===== src/rtl/lfsr_operand_gen.sv =====
// lfsr_operand_gen: pseudo-random B-operand source for the 10-bit magnitude
// comparator. Each request advances a Fibonacci LFSR by rate+1 steps. The
// result is held on operand under a req/valid/ack handshake. operand does not
// change while valid is high, so the comparator sees no glitches.
//
// Optional build macro: LFSR_FREERUN_EN
//   defined     - the LFSR also steps every cycle in IDLE and PRESENT, except
//                 on a load cycle. The operand then depends on how long the
//                 user waits between requests.
//   not defined - the LFSR steps only in ADVANCE. The operand sequence is then
//                 fully determined by the seed and the requested rates.
//
// state   | meaning
// --------+-----------------------------------------------------------
// IDLE    | waiting for req; rate captured into the step counter on req
// ADVANCE | stepping the LFSR once per cycle; busy high
// PRESENT | operand frozen, valid high; waiting for ack

module lfsr_operand_gen #(
  parameter int               WIDTH = 10,
  parameter logic [WIDTH-1:0] TAPS  = 10'h240,
  parameter logic [WIDTH-1:0] SEED  = 10'h001,
  parameter int               DIV_W = 4
) (
  input  logic             clk,
  input  logic             reset,
  input  logic             req,
  input  logic             ack,
  input  logic             load,
  input  logic [WIDTH-1:0] seed_in,
  input  logic [DIV_W-1:0] rate,
  output logic [WIDTH-1:0] operand,
  output logic             valid,
  output logic             busy
);

  typedef enum logic [1:0] {
    IDLE    = 2'd0,
    ADVANCE = 2'd1,
    PRESENT = 2'd2
  } state_t;

  state_t           r_state;
  logic [WIDTH-1:0] r_lfsr;
  logic [DIV_W-1:0] r_cnt;
  logic [WIDTH-1:0] r_operand;
  logic             r_valid;
  logic             r_busy;

  logic             w_feedback;
  logic [WIDTH-1:0] w_lfsr_next;
  logic [WIDTH-1:0] w_seed_sel;
  logic             w_cnt_zero;

  // Next LFSR state and seed selection. A zero seed would lock the LFSR at
  // zero, so a zero seed is replaced by SEED.
  always_comb begin
    w_feedback  = ^(r_lfsr & TAPS);
    w_lfsr_next = {r_lfsr[WIDTH-2:0], w_feedback};
    w_seed_sel  = (seed_in == '0) ? SEED : seed_in;
    w_cnt_zero  = (r_cnt == '0);
  end

  // Handshake FSM. load overrides everything. Its own branch does not step the
  // LFSR, even in free-run builds.
  always_ff @(posedge clk or negedge reset) begin
    if (!reset) begin
      r_state   <= IDLE;
      r_lfsr    <= SEED;
      r_cnt     <= '0;
      r_operand <= '0;
      r_valid   <= 1'b0;
      r_busy    <= 1'b0;
    end else if (load) begin
      r_state <= IDLE;
      r_lfsr  <= w_seed_sel;
      r_valid <= 1'b0;
      r_busy  <= 1'b0;
    end else begin
      case (r_state)
        IDLE: begin
`ifdef LFSR_FREERUN_EN
          r_lfsr <= w_lfsr_next;
`endif
          if (req) begin
            r_state <= ADVANCE;
            r_cnt   <= rate;
            r_busy  <= 1'b1;
          end
        end

        ADVANCE: begin
          r_lfsr <= w_lfsr_next;
          if (!w_cnt_zero) begin
            r_cnt <= r_cnt - {{(DIV_W-1){1'b0}}, 1'b1};
          end else begin
            r_operand <= w_lfsr_next;
            r_valid   <= 1'b1;
            r_busy    <= 1'b0;
            r_state   <= PRESENT;
          end
        end

        PRESENT: begin
`ifdef LFSR_FREERUN_EN
          r_lfsr <= w_lfsr_next;
`endif
          if (ack) begin
            r_valid <= 1'b0;
            r_state <= IDLE;
          end
        end

        default: begin
          r_state <= IDLE;
          r_valid <= 1'b0;
          r_busy  <= 1'b0;
        end
      endcase
    end
  end

  assign operand = r_operand;
  assign valid   = r_valid;
  assign busy    = r_busy;

endmodule


===== config.mk =====
export PLATFORM = sky130hd
export DESIGN_NAME = lfsr_operand_gen
export DESIGN_NICKNAME = d
export VERILOG_FILES = /design/src/rtl/lfsr_operand_gen.sv
export SDC_FILE = /design/constraint.sdc
export NUM_CORES = 1
export LEC_CHECK = 0
export BUFFER_PORTS_ARGS = -buffer_cell sky130_fd_sc_hd__buf_4
export CAP_MARGIN = 20
export CORE_MARGIN = 3
export CORE_UTILIZATION = 35
export DETAILED_ROUTE_END_ITERATION = 10
export GPL_TIMING_DRIVEN = 0
export MAX_ROUTING_LAYER = met4
export PLACE_DENSITY = 0.57
export SYNTH_ARGS = -nofsm -noshare
export SYNTH_HDL_FRONTEND = slang
export SYNTH_SLANG_ARGS = --single-unit

===== constraint.sdc =====
create_clock -name clk -period 2.2 [get_ports clk]
set_input_delay 0 -clock clk [delete_from_list [all_inputs] [get_ports clk]]
set_output_delay 0 -clock clk [all_outputs]
set_load 0.05 [all_outputs]

## Yosys cells after proc, flatten, opt, wreduce, memory -nomap -nowiden

Index checks and enable logic that the tools add are counted.

- Register bits: 28
- Input bits: 19
- Output and inout port bits: 12
- Logic and storage cells: 47

- Add/sub/neg operators: 1
- Equal/unequal tests: 9
- Mux-type cells: 19
- Bitwise logic cells: 1
- Reductions and logical operators: 11

Operator list:

| operator | number |
|---|---|
| $mux W10 | 3 |
| $reduce_and A3 Y1 | 4 |
| $logic_not A10 Y1 | 1 |
| $reduce_xor A10 Y1 | 1 |
| $ne A3 B3 Y1 const B | 3 |
| $mux W2 | 4 |
| $mux W4 | 2 |
| $ne A2 B2 Y1 const B | 4 |
| $pmux W4 S2 | 1 |
| $mux W1 | 6 |
| $pmux W1 S3 | 2 |
| $pmux W2 S3 | 1 |
| $logic_not A4 Y1 | 1 |
| $reduce_and A4 Y1 | 1 |
| $reduce_bool A2 Y1 | 2 |
| $sub A4 B1 Y4 const B | 1 |
| $eq A2 B1 Y1 const B | 1 |
| $eq A2 B2 Y1 const B | 1 |
| $logic_not A2 Y1 | 1 |
| $not A1 Y1 | 1 |

## Logic depth before layout (Yosys ltp)

Gate-level depths: netlist of the first run.

- Word-level depth: 4
- Depth in mapped cells: 6
- Mapped depth without buffers: 5

## Worst setup path before layout of the first run

Ideal clock, no wire load.

- Kind: register -> register
- Start: register r_cnt[0]
- End: register r_operand[0] (netlist: operand[0])
- Library setup time: 125 ps
- Data arrival time: 1948 ps
- Setup slack: 127 ps
- Cell stages (with the launch flop): 7
- Period minus slack after synthesis: 2073 ps
- Path through: dfrtp_1 > inv_1 > ha_1 > or3b_4 > or4b_4 > buf_6 > mux2_4

- Longest elaborated chain between the ends: 2

Ends and longest elaborated chain:

| element | line | text |
|---|---|---|
| start, declared | 45 | `logic [DIV_W-1:0] r_cnt;` |
| start signal, assigned | 87 | `r_cnt <= rate;` |
| start signal, assigned | 95 | `r_cnt <= r_cnt - {{(DIV_W-1){1'b0}}, 1'b1};` |
| $logic_not A4 Y1 | 61 | `w_cnt_zero = (r_cnt == '0);` |
| $reduce_and A3 Y1 (no line) | -- |  |
| end signal, assigned | 97 | `r_operand <= w_lfsr_next;` |
| end, declared | 46 | `logic [WIDTH-1:0] r_operand;` |

No other way between the ends.
A chain may end at the register's enable or synchronous reset.

## Worst setup path in the final report of the first run

- Start: register r_cnt[1]
- End: register r_operand[4] (netlist: operand[4])

The elaborated chain is that of the path after synthesis.

==> metrics.txt, run 1 <==
Congestion Overflow GR 0; core area 3689 um^2; die area 4666 um^2; Setup crit end kind register; final wirelength 3.196 mm; first-pass GRT wire length 5.237 mm; Vias/cell 5.070; Seq/Total Area, Yosys 0.5166; skew final 0.006339 ns; GP Congestion 0.8270; Tmin final 2.150 ns; crit share post-route 0.9773; CTS Sinks 28; worst setup margin 0.04997 ns; share of the synthesized area in the top cell type 0.4972; Clock Tree Buf Depth 2; Synthesis Warnings 0; Worst Path Arrival 2.31 ns; Post-synth EDFFs 0; synthesized netlist cell count 115; placed insts 193; antenna-violating nets left 0; Slew @ Worst Pin 0.5070 ns; power share of the combinational group 0.461; pre-CTS WS 0.007458 ns; startpoint types register; Fmax 0.4651 GHz; #FFs+latches synth 28; syn nets 135; run status completed; Synth async-reset ratio 1.000; CTS tree done; DRC 0; clk root buf clkbuf_8; Initial Util 0.3684; syn avg cell area 11.82 um^2; final setup vio count 0; leak pwr 0.9132 nW; CP Class register to register; detailed-route via count 1080; Max Slew Vio Count 0; Antenna diodes 0; DR iter-0 viols 56; Non-Filler Instances 213; row cnt 22; cell taking the most area after synthesis dfrtp_1; Reg power frac 0.355; switching part of the total 0.3810; final-report hold violation count 0; Num CTS Buffers 3; Synth cell types 30; relative slew slack 0.6585; Mapped Area 1359 um^2; vias in the first global route 1073; count of max-cap constraint violations 0; Worst EP required 2.36 ns; Syn-to-layout area delta 37.48%; layout cells sized above 1 0.3394; largest net degree at the start of global routing 29; Pint 0.001351 W; port bufs 30; top_reg_cell synth dfrtp_1; Die Y 68.31 um; DP Area 1644 um^2; Cell Pwr Density 1168 nW/um^2; Clk network pwr share 0.184; num ports 31; detailed-router iteration count before antenna repair 4; Max FO, Critical Path 10; sw power 0.0008316 W; Nets 186; Tot GR Track Use 0.1543; peak supply drop 475.6 uV; clk_lat worst skew 0.27 ns; Worst-path clk slew 0.09 ns; mean routed wirelength per cell 15.00 um; H-tree depth 1; Synth area leaders dfrtp_1, mux2_4, mux2i_1, o21ai_0, nand2_1; width of the die 68.31 um; Finished Cell Area 1868 um^2; initial antenna violation count 0; Detailed Place HPWL 2.154 mm; HP Class primary input to register
==> metal layers <==
metal | up-vias | wire length, um | track usage
met1 | 526 | 1480 | 0.1945
met2 | 29 | 1539 | 0.2515
met5 | - | 0 | -
met3 | 6 | 132 | 0.03448
met4 | 0 | 44 | 0.03722
li1 | 519 | - | -
==> worst max-delay path, cell delays in order, from the launching register on <==
cell and delay (ns):
dfrtp_1 0.40, inv_1 0.06, ha_2 0.19, or3b_4 0.41
or4b_4 0.49, buf_6 0.18, mux2_4 0.30
==> cells by family after synthesis <==
kind of cell	Yosys count	share of synthesized area
DFF	28	0.5166
muxes	21	0.1915
xor gates and xnor gates	1	0.006447
buffers and inverters	11	0.03775
and+or+nand+nor	26	0.1096
adders and majority gates	1	0.009207
AOI/OAI and AO/OA	27	0.1289
==> area by class of cell <==
| class | instances | area (um^2) |
|---|---|---|
| Multi-Input combinational cell | 76 | 608.1 |
| Clock inverter | 1 | 30.03 |
| Clock buffer | 3 | 41.29 |
| Inverter | 4 | 15.01 |
| Buffer | 7 | 36.28 |
| Fill cell | 349 | 1821 |
| Timing Repair Buffer | 46 | 375.4 |
| Sequential cell | 28 | 701.9 |
| Tap cell | 48 | 60.06 |
==> cell usage in the layout (no fill, tap or decap), types with 2 or more instances in the layout <==
cell / instances
buf_4: 34
dfrtp_1: 27
dlygate4sd3_1: 12
o21ai_0: 11
mux2i_1: 11
nand2_1: 10
mux2_4: 10
inv_1: 4
clkbuf_1: 4
a22oi_1: 4
o2bb2ai_1: 4
nor2_1: 3
o221ai_1: 3
a21oi_1: 3
clkbuf_8: 3
buf_2: 2
nor3b_1: 2
nor4_1: 2
==> per-stage QoR <==
step / TNS, ns / utilization / hold slack, ns / power [W]
4_1_cts: 0 / 0.4997 / 0.008266 / 0.002162
5_1_grt: -0.02292 / 0.5064 / 0.05366 / 0.002307
6_report: 0 / 0.5064 / 0.01279 / 0.002183
3_5_place_dp: 0 / 0.4457 / -0.06147 / 0.001729
3_3_place_gp: 0 / 0.4457 / -0.06436 / 0.001710
2_1_floorplan: 0 / - / -0.2956 / 0.001452
==> registers in the layout (all words and copies together) (netlist names) <==
| register | count |
|---|---|
| r_lfsr | 10 |
| valid | 1 |
| operand | 10 |
| busy | 1 |
| r_state | 2 |
| r_cnt | 4 |
==> timing repair <==
| item | 4_1_cts | 5_1_grt |
|---|---|---|
| setup endpoints to repair | 5 | 10 |
| gates cloned | 0 | 0 |
| setup buffers | 1 | 3 |
| resized for setup | 0 | 1 |
| endpoints found under the hold margin | 39 | 0 |
| hold buffers | 12 | 0 |
==> power groups by stage <==
stage	Clock (W)	Combinational (W)	Sequential [W]
finish	0.000402	0.00101	0.000774
floorplan	0	0.000363	0.00109
CTS	0.000412	0.000974	0.000776
global placement	0	0.000931	0.000779
detailed placement	0	0.000941	0.000788
global route	0.000433	0.00108	0.000794
==> cell usage after synthesis, types with 2 or more instances <==
| cell type | count |
|---|---|
| a22oi_1 | 4 |
| a21oi_1 | 3 |
| nor2_1 | 3 |
| nor4_1 | 2 |
| o2bb2ai_1 | 4 |
| inv_1 | 4 |
| nand2_1 | 10 |
| mux2i_1 | 11 |
| o21ai_0 | 11 |
| clkbuf_1 | 4 |
| mux2_4 | 10 |
| nor3b_1 | 2 |
| dfrtp_1 | 27 |
| buf_2 | 2 |
| o221ai_1 | 3 |
==> final timing paths <==
check                      slack [ns]                     end  cells after the start                   start
min in group asynchronous        0.17  operand[6]$_DFFE_PN0P_                      2                   reset
hold / removal                   0.01   r_lfsr[0]$_DFFE_PN1P_                      3              seed_in[0]
setup reg to reg                 0.05  operand[4]$_DFFE_PN0P_                      6    r_cnt[1]$_DFFE_PN0P_
setup / recovery                 0.05  operand[4]$_DFFE_PN0P_                      6    r_cnt[1]$_DFFE_PN0P_
max in group asynchronous        1.71   r_lfsr[0]$_DFFE_PN1P_                      2                   reset
hold reg to reg                  0.52  operand[5]$_DFFE_PN0P_                      1  operand[5]$_DFFE_PN0P_
(Power assumes the default switching activity.)
==> inputs of run 2 (changes only) <==
--- a/config.mk
+++ b/config.mk
@@ -5,6 +5,7 @@
 export SDC_FILE = /design/constraint.sdc
 export NUM_CORES = 1
 export LEC_CHECK = 0
+export ABC_AREA = 1
 export BUFFER_PORTS_ARGS = -buffer_cell sky130_fd_sc_hd__buf_4
 export CAP_MARGIN = 20
 export CORE_MARGIN = 3
==> run 2 against run 1 <==
Compared with the run above:
- combinational power down 15%
- synthesized area down 1.9%
- power down 11%
- critical path depth up 2
- sequential cell count unchanged
- first-iteration DRC count up 18%
- clock power down 21%
- largest cell class unchanged
==> metrics.txt, run 2 <==
run status completed; Vias/cell 4.639 (-8.5%); most frequent cell after synthesis nand2_1; Synth async-reset ratio 1.000 (unchanged); RR Endpoint operand[1]$_DFFE_PN0P_; CTS Sinks 28 (unchanged); Mapped Area 1333 um^2 (-1.9%); largest net degree at the start of global routing 29 (unchanged); share of the synthesized area in the top cell type 0.5070 (+0.009805); clk_lat worst skew 0.27 ns (about the same); worst hold path stage count 3 (unchanged); vias in the first global route 1100 (+2.5%); DR iter-0 viols 66 (+18%); clk root buf clkbuf_8; hold wc startpoint req; Seq/Total Area, Yosys 0.5268 (+0.01019); Endpoint, Worst Hold busy$_DFFE_PN0P_; syn avg cell area 8.277 um^2 (-30%); Worst EP required 2.42 ns (+0.06 ns); RSZ-0062 raised after global routing false; most frequent cells in the layout nand2_1, buf_4, dfrtp_1; Tot GR Track Use 0.1477 (-0.006642); Num CTS Buffers 3 (unchanged); row cnt 21 (-4.5%); relative slew slack 0.7634 (+0.1049); Post-synth EDFFs 0 (unchanged); leak pwr 0.9212 nW (+0.88%); worst r2r src r_cnt[0]$_DFFE_PN0P_; Syn-to-layout area delta 33.62%; die area 4583 um^2 (-1.8%); Pint 0.001118 W (-17%); peak supply drop 652.5 uV (+37%); Max Slew Vio Count 0 (unchanged); Setup crit end kind register; Worst Path Arrival 1.74 ns (-0.57 ns); Cell Pwr Density 1093 nW/um^2 (-6.4%); detailed-route via count 1169 (+8.2%); antenna-violating nets left 0 (unchanged); switching part of the total 0.4255 (+0.04453); post_cts resized 0 (unchanged); placed insts 237 (+23%); reg-to-reg slack, setup 0.68 ns (+0.63 ns); CTS tree done; GP Congestion 0.8141 (-1.6%); Synthesis Warnings 0 (unchanged); R2R cell count 8 (+2); final setup vio count 0 (unchanged); Tmin final 1.521 ns (-0.6291 ns); detailed-router iteration count before antenna repair 4 (unchanged); num ports 31 (unchanged); cell taking the most area after synthesis dfrtp_1; mean routed wirelength per cell 11.43 um (-24%); Antenna diodes 0 (unchanged); final wirelength 2.880 mm (-9.9%); Synth top cells by count nand2_1, dfrtp_1, nand3_1, nor2_1, inv_1; commonest non-fill, non-tap cell in the layout nand2_1; sw power 0.0008284 W (-0.39%); first-pass GRT wire length 4.974 mm (-5.0%); Synth area leaders dfrtp_1, nand2_1, nand3_1, nor2_1, inv_1; setup tns final 0 ns (unchanged); Clk network pwr share 0.163 (-0.021); syn nets 181 (+34%); count of max-cap constraint violations 0 (unchanged); startpoint types register; Max FO, Critical Path 8 (-2); width of the die 67.70 um (-0.89%); Non-Filler Instances 252 (+18%); DRC 0 (unchanged); WHS 0.01575 ns (+0.002963 ns); port bufs 30 (unchanged); Slew @ Worst Pin 0.3550 ns (-0.1520 ns); H-tree depth 1 (unchanged); layout cells sized above 1 0.2573 (-0.08211); Synth cell types 23 (-23%); Clock Tree Buf Depth 2 (unchanged); Congestion Overflow GR 0 (unchanged); Initial Util 0.3813 (+0.01293); CP Class register to register; top_reg_cell synth dfrtp_1; skew final 0.005676 ns (-0.0006631 ns); Fmax 0.6575 GHz (+41%); Worst-path clk slew 0.10 ns (about the same); Die Y 67.70 um (-0.89%); synthesized netlist cell count 161 (+40%); #FFs+latches synth 28 (unchanged); crit share post-route 0.6913 (-0.2860); Nets 227 (+22%); final-report hold violation count 0 (unchanged); power share of the combinational group 0.441 (-0.020); Detailed Place HPWL 2.125 mm (-1.3%); Reg power frac 0.396 (+0.041); core area 3495 um^2 (-5.3%); HP Class primary input to register; initial antenna violation count 0 (unchanged)
-- run 2: cell types whose count changed in the layout (fill, tap and decap cells not counted), sizes merged, moves of 3 or more --
cell     change
mux2i       -11
o221ai       -3
clkbuf       -3
mux2        -10
o2bb2ai      -4
inv         +10
o211ai       +3
nand2       +57
buf          -5
nor2         +9
nand3       +15
-- run 2: how the worst max path moves through the flow --
stage	start	slack [ns]	end
CTS	r_cnt[0]$_DFFE_PN0P_	0.68	operand[1]$_DFFE_PN0P_
floorplan	r_cnt[0]$_DFFE_PN0P_	0.88	operand[1]$_DFFE_PN0P_
detailed placement	r_cnt[0]$_DFFE_PN0P_	0.72	operand[1]$_DFFE_PN0P_
finish	r_cnt[0]$_DFFE_PN0P_	0.68	operand[1]$_DFFE_PN0P_
global placement	r_cnt[0]$_DFFE_PN0P_	0.74	operand[4]$_DFFE_PN0P_
global route	r_cnt[0]$_DFFE_PN0P_	0.53	operand[7]$_DFFE_PN0P_
-- run 2: power by group through the flow --
stage                     logic (W)  registers (W)  clock network, W
after global routing       0.000953       0.000789          0.000353
final                      0.000858       0.000770          0.000318
after CTS                  0.000868       0.000770          0.000332
after floorplan            0.000351        0.00102                 0
after detailed placement   0.000851       0.000779                 0
after global placement     0.000836       0.000778                 0
-- run 2: cells by family after synthesis --
group	count (synthesis)	share of synthesized area
buffers and inverters	16	0.05164
adder cells (fa/ha/maj)	1	0.009388
AND/OR/NAND/NOR	98	0.3305
flip-flops	28	0.5268
AO/OA/AOI/OAI	17	0.07511
XOR/XNOR	1	0.006574
-- run 2: what timing repair did --
item | 4_1_cts | 5_1_grt
hold endpoints to repair | 38 | 0
hold buffers | 11 | 0
buffers inserted | 0 | 0
-- run 2: cell type report --
| cell class | instances | area, um^2 |
|---|---|---|
| sequential | 28 | 701.9 |
| inverter | 14 | 52.55 |
| multi-input combinational | 117 | 561.8 |
| tap | 46 | 57.56 |
| buffer | 2 | 16.27 |
| clock buffer | 4 | 55.05 |
| timing repair buffer | 41 | 335.3 |
| fill | 342 | 1714 |
-- run 2: routing by layer --
layer / vias up / global-route usage / part of all wire
met5: - / - / 0
met4: 0 / 0.01519 / 0.0031
met3: 2 / 0.03993 / 0.050
met2: 29 / 0.2163 / 0.43
met1: 532 / 0.2111 / 0.52
li1: 606 / - / -
-- run 2: worst max-delay path, stage by stage (launching register included) --
cell	delay [ns]
dfrtp_1	0.39
inv_1	0.13
ha_1	0.23
nand3_2	0.12
nor2_1	0.12
nand2_2	0.13
inv_1	0.19
nand2_1	0.10
nand2_1	0.06
-- run 2: through the flow --
stage	instance area, um^2	worst slack, ns	total power, W	utilization
global placement	1615	0.7399	0.001614	0.4622
global route	1780	0.5317	0.002094	0.5095
CTS	1780	0.6802	0.001970	0.5095
finish	1780	0.6791	0.001947	0.5095
detailed placement	1615	0.7177	0.001631	0.4622
floorplan	1333	0.8777	0.001375	-
==> inputs of run 3 (changes only) <==
==> constraint.sdc (replaced) <==
create_clock -name clk -period 1.3 [get_ports clk]
set_input_delay 0 -clock clk [delete_from_list [all_inputs] [get_ports clk]]
set_output_delay 0 -clock clk [all_outputs]
set_load 0.05 [all_outputs]
==> run 3 against run 2 <==
Compared with the run above:
- the flow now finishes with violations (hold timing)
- power is 86% higher
- first-iteration DRC count down 20%
- combinational power increased by 100%
- clock power rose by 72%
- sequential cell count unchanged
- sequential power increased by 73%
- utilization rose by 3.7 points
==> metrics.txt, run 3 (synthesized netlist as in run 2, its figures left out) <==
run status complete, but fails checks; failing checks hold timing; leak pwr 0.9636 nW (+4.6%); Clock Tree Buf Depth 2 (unchanged); mean routed wirelength per cell 12.00 um (+5.0%); port bufs 30 (unchanged); worst hold path stage count 3 (unchanged); startpoint types register; initial antenna violation count 0 (unchanged); H-tree depth 1 (unchanged); final setup vio count 0 (unchanged); die area 4583 um^2 (unchanged); Clk network pwr share 0.151 (-0.012); Max FO, Critical Path 5 (-3); largest net degree at the start of global routing 29 (unchanged); CTS tree done; Cell Pwr Density 1893 nW/um^2 (+73%); vias in the first global route 1195 (+8.6%); skew final 0.004289 ns (-0.001387 ns); Setup crit end kind register; Syn-to-layout area delta 43.38%; detailed-route via count 1201 (+2.7%); peak supply drop 681.3 uV (+4.4%); Finished Cell Area 1911 um^2 (+7.3%); core area 3495 um^2 (unchanged); met3 usage 0.03993 (unchanged); fill count 346 (+1.2%); Antenna diodes 0 (unchanged); Die Y 67.70 um (unchanged); width of the die 67.70 um (unchanged); Tot GR Track Use 0.1591 (+0.01137); DP Area 1620 um^2 (+0.31%); power share of the combinational group 0.480 (+0.039); CP Class register to register; Max Slew Vio Count 0 (unchanged); antenna-violating nets left 0 (unchanged); crit share post-route 0.9953 (+0.3040); num ports 31 (unchanged); placed insts 237 (unchanged); Multi-input gate area 650.6 um^2 (+16%); detailed-router iteration count before antenna repair 4 (unchanged); row cnt 21 (unchanged); Global Route met2 Usage 0.2467 (+0.03038); worst r2r src r_cnt[1]$_DFFE_PN0P_; Worst Path Arrival 1.47 ns (-0.27 ns); reg-to-reg slack, setup 0.006 ns (-0.67 ns); relative slew slack 0.7621 (-0.001293); Reg power frac 0.369 (-0.027); Initial Util 0.3813 (unchanged); Non-Filler Instances 258 (+2.4%); clk_lat worst skew 0.28 ns (about the same); clk root buf clkbuf_8; CTS Sinks 28 (unchanged); most frequent cells in the layout nand2_1, buf_4, dfrtp_1; Worst EP required 1.48 ns (-0.94 ns); final wirelength 3.097 mm (+7.5%); Vias/cell 4.655 (+0.35%); layout cells sized above 1 0.3632 (+0.1059); WHS -0.0008555 ns (-0.01660 ns); Pint 0.002056 W (+84%); Tmin final 1.294 ns (-0.2270 ns); hold wc startpoint seed_in[8]; RSZ-0062 raised after global routing true; met1 Use GR 0.2112 (about the same); commonest non-fill, non-tap cell in the layout nand2_1; DR iter-0 viols 53 (-20%); sw power 0.001561 W (+88%); Num CTS Buffers 3 (unchanged); RR Endpoint operand[6]$_DFFE_PN0P_; first-pass GRT wire length 5.395 mm (+8.5%); Slew @ Worst Pin 0.3569 ns (+0.001940 ns); HP Class primary input to register; Endpoint, Worst Hold r_lfsr[8]$_DFFE_PN0P_; Fmax 0.7729 GHz (+18%); DRC 0 (unchanged); Worst-path clk slew 0.10 ns (about the same); global routing's busiest layer met2; switching part of the total 0.4316 (+0.006059); count of max-cap constraint violations 0 (unchanged); Detailed Place HPWL 2.217 mm (+4.4%); GP Congestion 0.7758 (-4.7%); Reg area 701.9 um^2 (unchanged); Nets 233 (+2.6%); Congestion Overflow GR 0 (unchanged); R2R cell count 8 (unchanged); final-report hold violation count 1 (+1)
-- run 3: changes by cell type in the layout (fill, tap and decap cells not counted), sizes merged --
| cell | change |
|---|---|
| buf | +6 |
| nand2 | +1 |
| dlygate4sd3 | -1 |
-- run 3: cell type report --
type / instances / area share
plain buffers: 2 / 0.008513
repair buffers: 46 / 0.1958
well taps: 46 / 0.03012
clock buffers: 4 / 0.02881
inverters: 14 / 0.02881
multi-input cells: 118 / 0.3405
flip-flops and latches: 28 / 0.3674
-- run 3: worst max-delay path by stage --
| stage | endpoint | from | slack (ns) |
|---|---|---|---|
| finish | operand[6]$_DFFE_PN0P_ | r_cnt[1]$_DFFE_PN0P_ | 0.006 |
| global route | operand[7]$_DFFE_PN0P_ | r_cnt[1]$_DFFE_PN0P_ | -0.06 |
| CTS | operand[4]$_DFFE_PN0P_ | r_cnt[0]$_DFFE_PN0P_ | 0.006 |
| detailed placement | operand[1]$_DFFE_PN0P_ | r_cnt[0]$_DFFE_PN0P_ | -0.11 |
| global placement | operand[8]$_DFFE_PN0P_ | r_cnt[0]$_DFFE_PN0P_ | -0.09 |
| floorplan | operand[1]$_DFFE_PN0P_ | r_cnt[0]$_DFFE_PN0P_ | 0.01 |
-- run 3: worst max-delay path, stage by stage (launching register included) --
cell and delay (ns):
dfrtp_1 0.41, inv_2 0.09, ha_4 0.15, nand3_4 0.07, nor2_4 0.15, nand2_4 0.09, buf_6 0.14, nand2_2 0.05
nand2_1 0.04
-- run 3: per-layer routing --
metal	vias up	wire (um)
li1	617	-
met1	555	1482
met2	25	1463
met3	4	131
met4	0	19
met5	-	0
-- run 3: power groups by stage --
stage	sequential [W]	combinational, W	clock (W)
after floorplan	0.00174	0.000603	0
after global placement	0.00132	0.00143	0
after detailed placement	0.00133	0.00146	0
after CTS	0.00132	0.00161	0.000562
after global routing	0.00138	0.00190	0.000604
final	0.00133	0.00174	0.000546
-- run 3: what timing repair did --
action / 4_1_cts / 5_1_grt
hold endpoints to repair: 37 / 0
gates resized for setup: 6 / 18
endpoints found under the setup margin: 12 / 13
hold buffers: 10 / 0
buffers inserted: 2 / 3
gates cloned: 2 / 0
pin swaps: 2 / 11
-- run 3: stage by stage --
| stage | setup TNS, ns | setup slack, ns | total power [W] | utilization | hold slack, ns |
|---|---|---|---|---|---|
| after floorplan | 0 | 0.01065 | 0.002339 | - | -0.2956 |
| after global placement | -0.6541 | -0.09378 | 0.002756 | 0.4637 | -0.06144 |
| after detailed placement | -0.8067 | -0.1103 | 0.002788 | 0.4637 | -0.05552 |
| after CTS | 0 | 0.006455 | 0.003493 | 0.5235 | 0.002388 |
| after global routing | -0.4608 | -0.05600 | 0.003876 | 0.5467 | 0.02633 |
| final | 0 | 0.006090 | 0.003617 | 0.5467 | -0.0008555 |
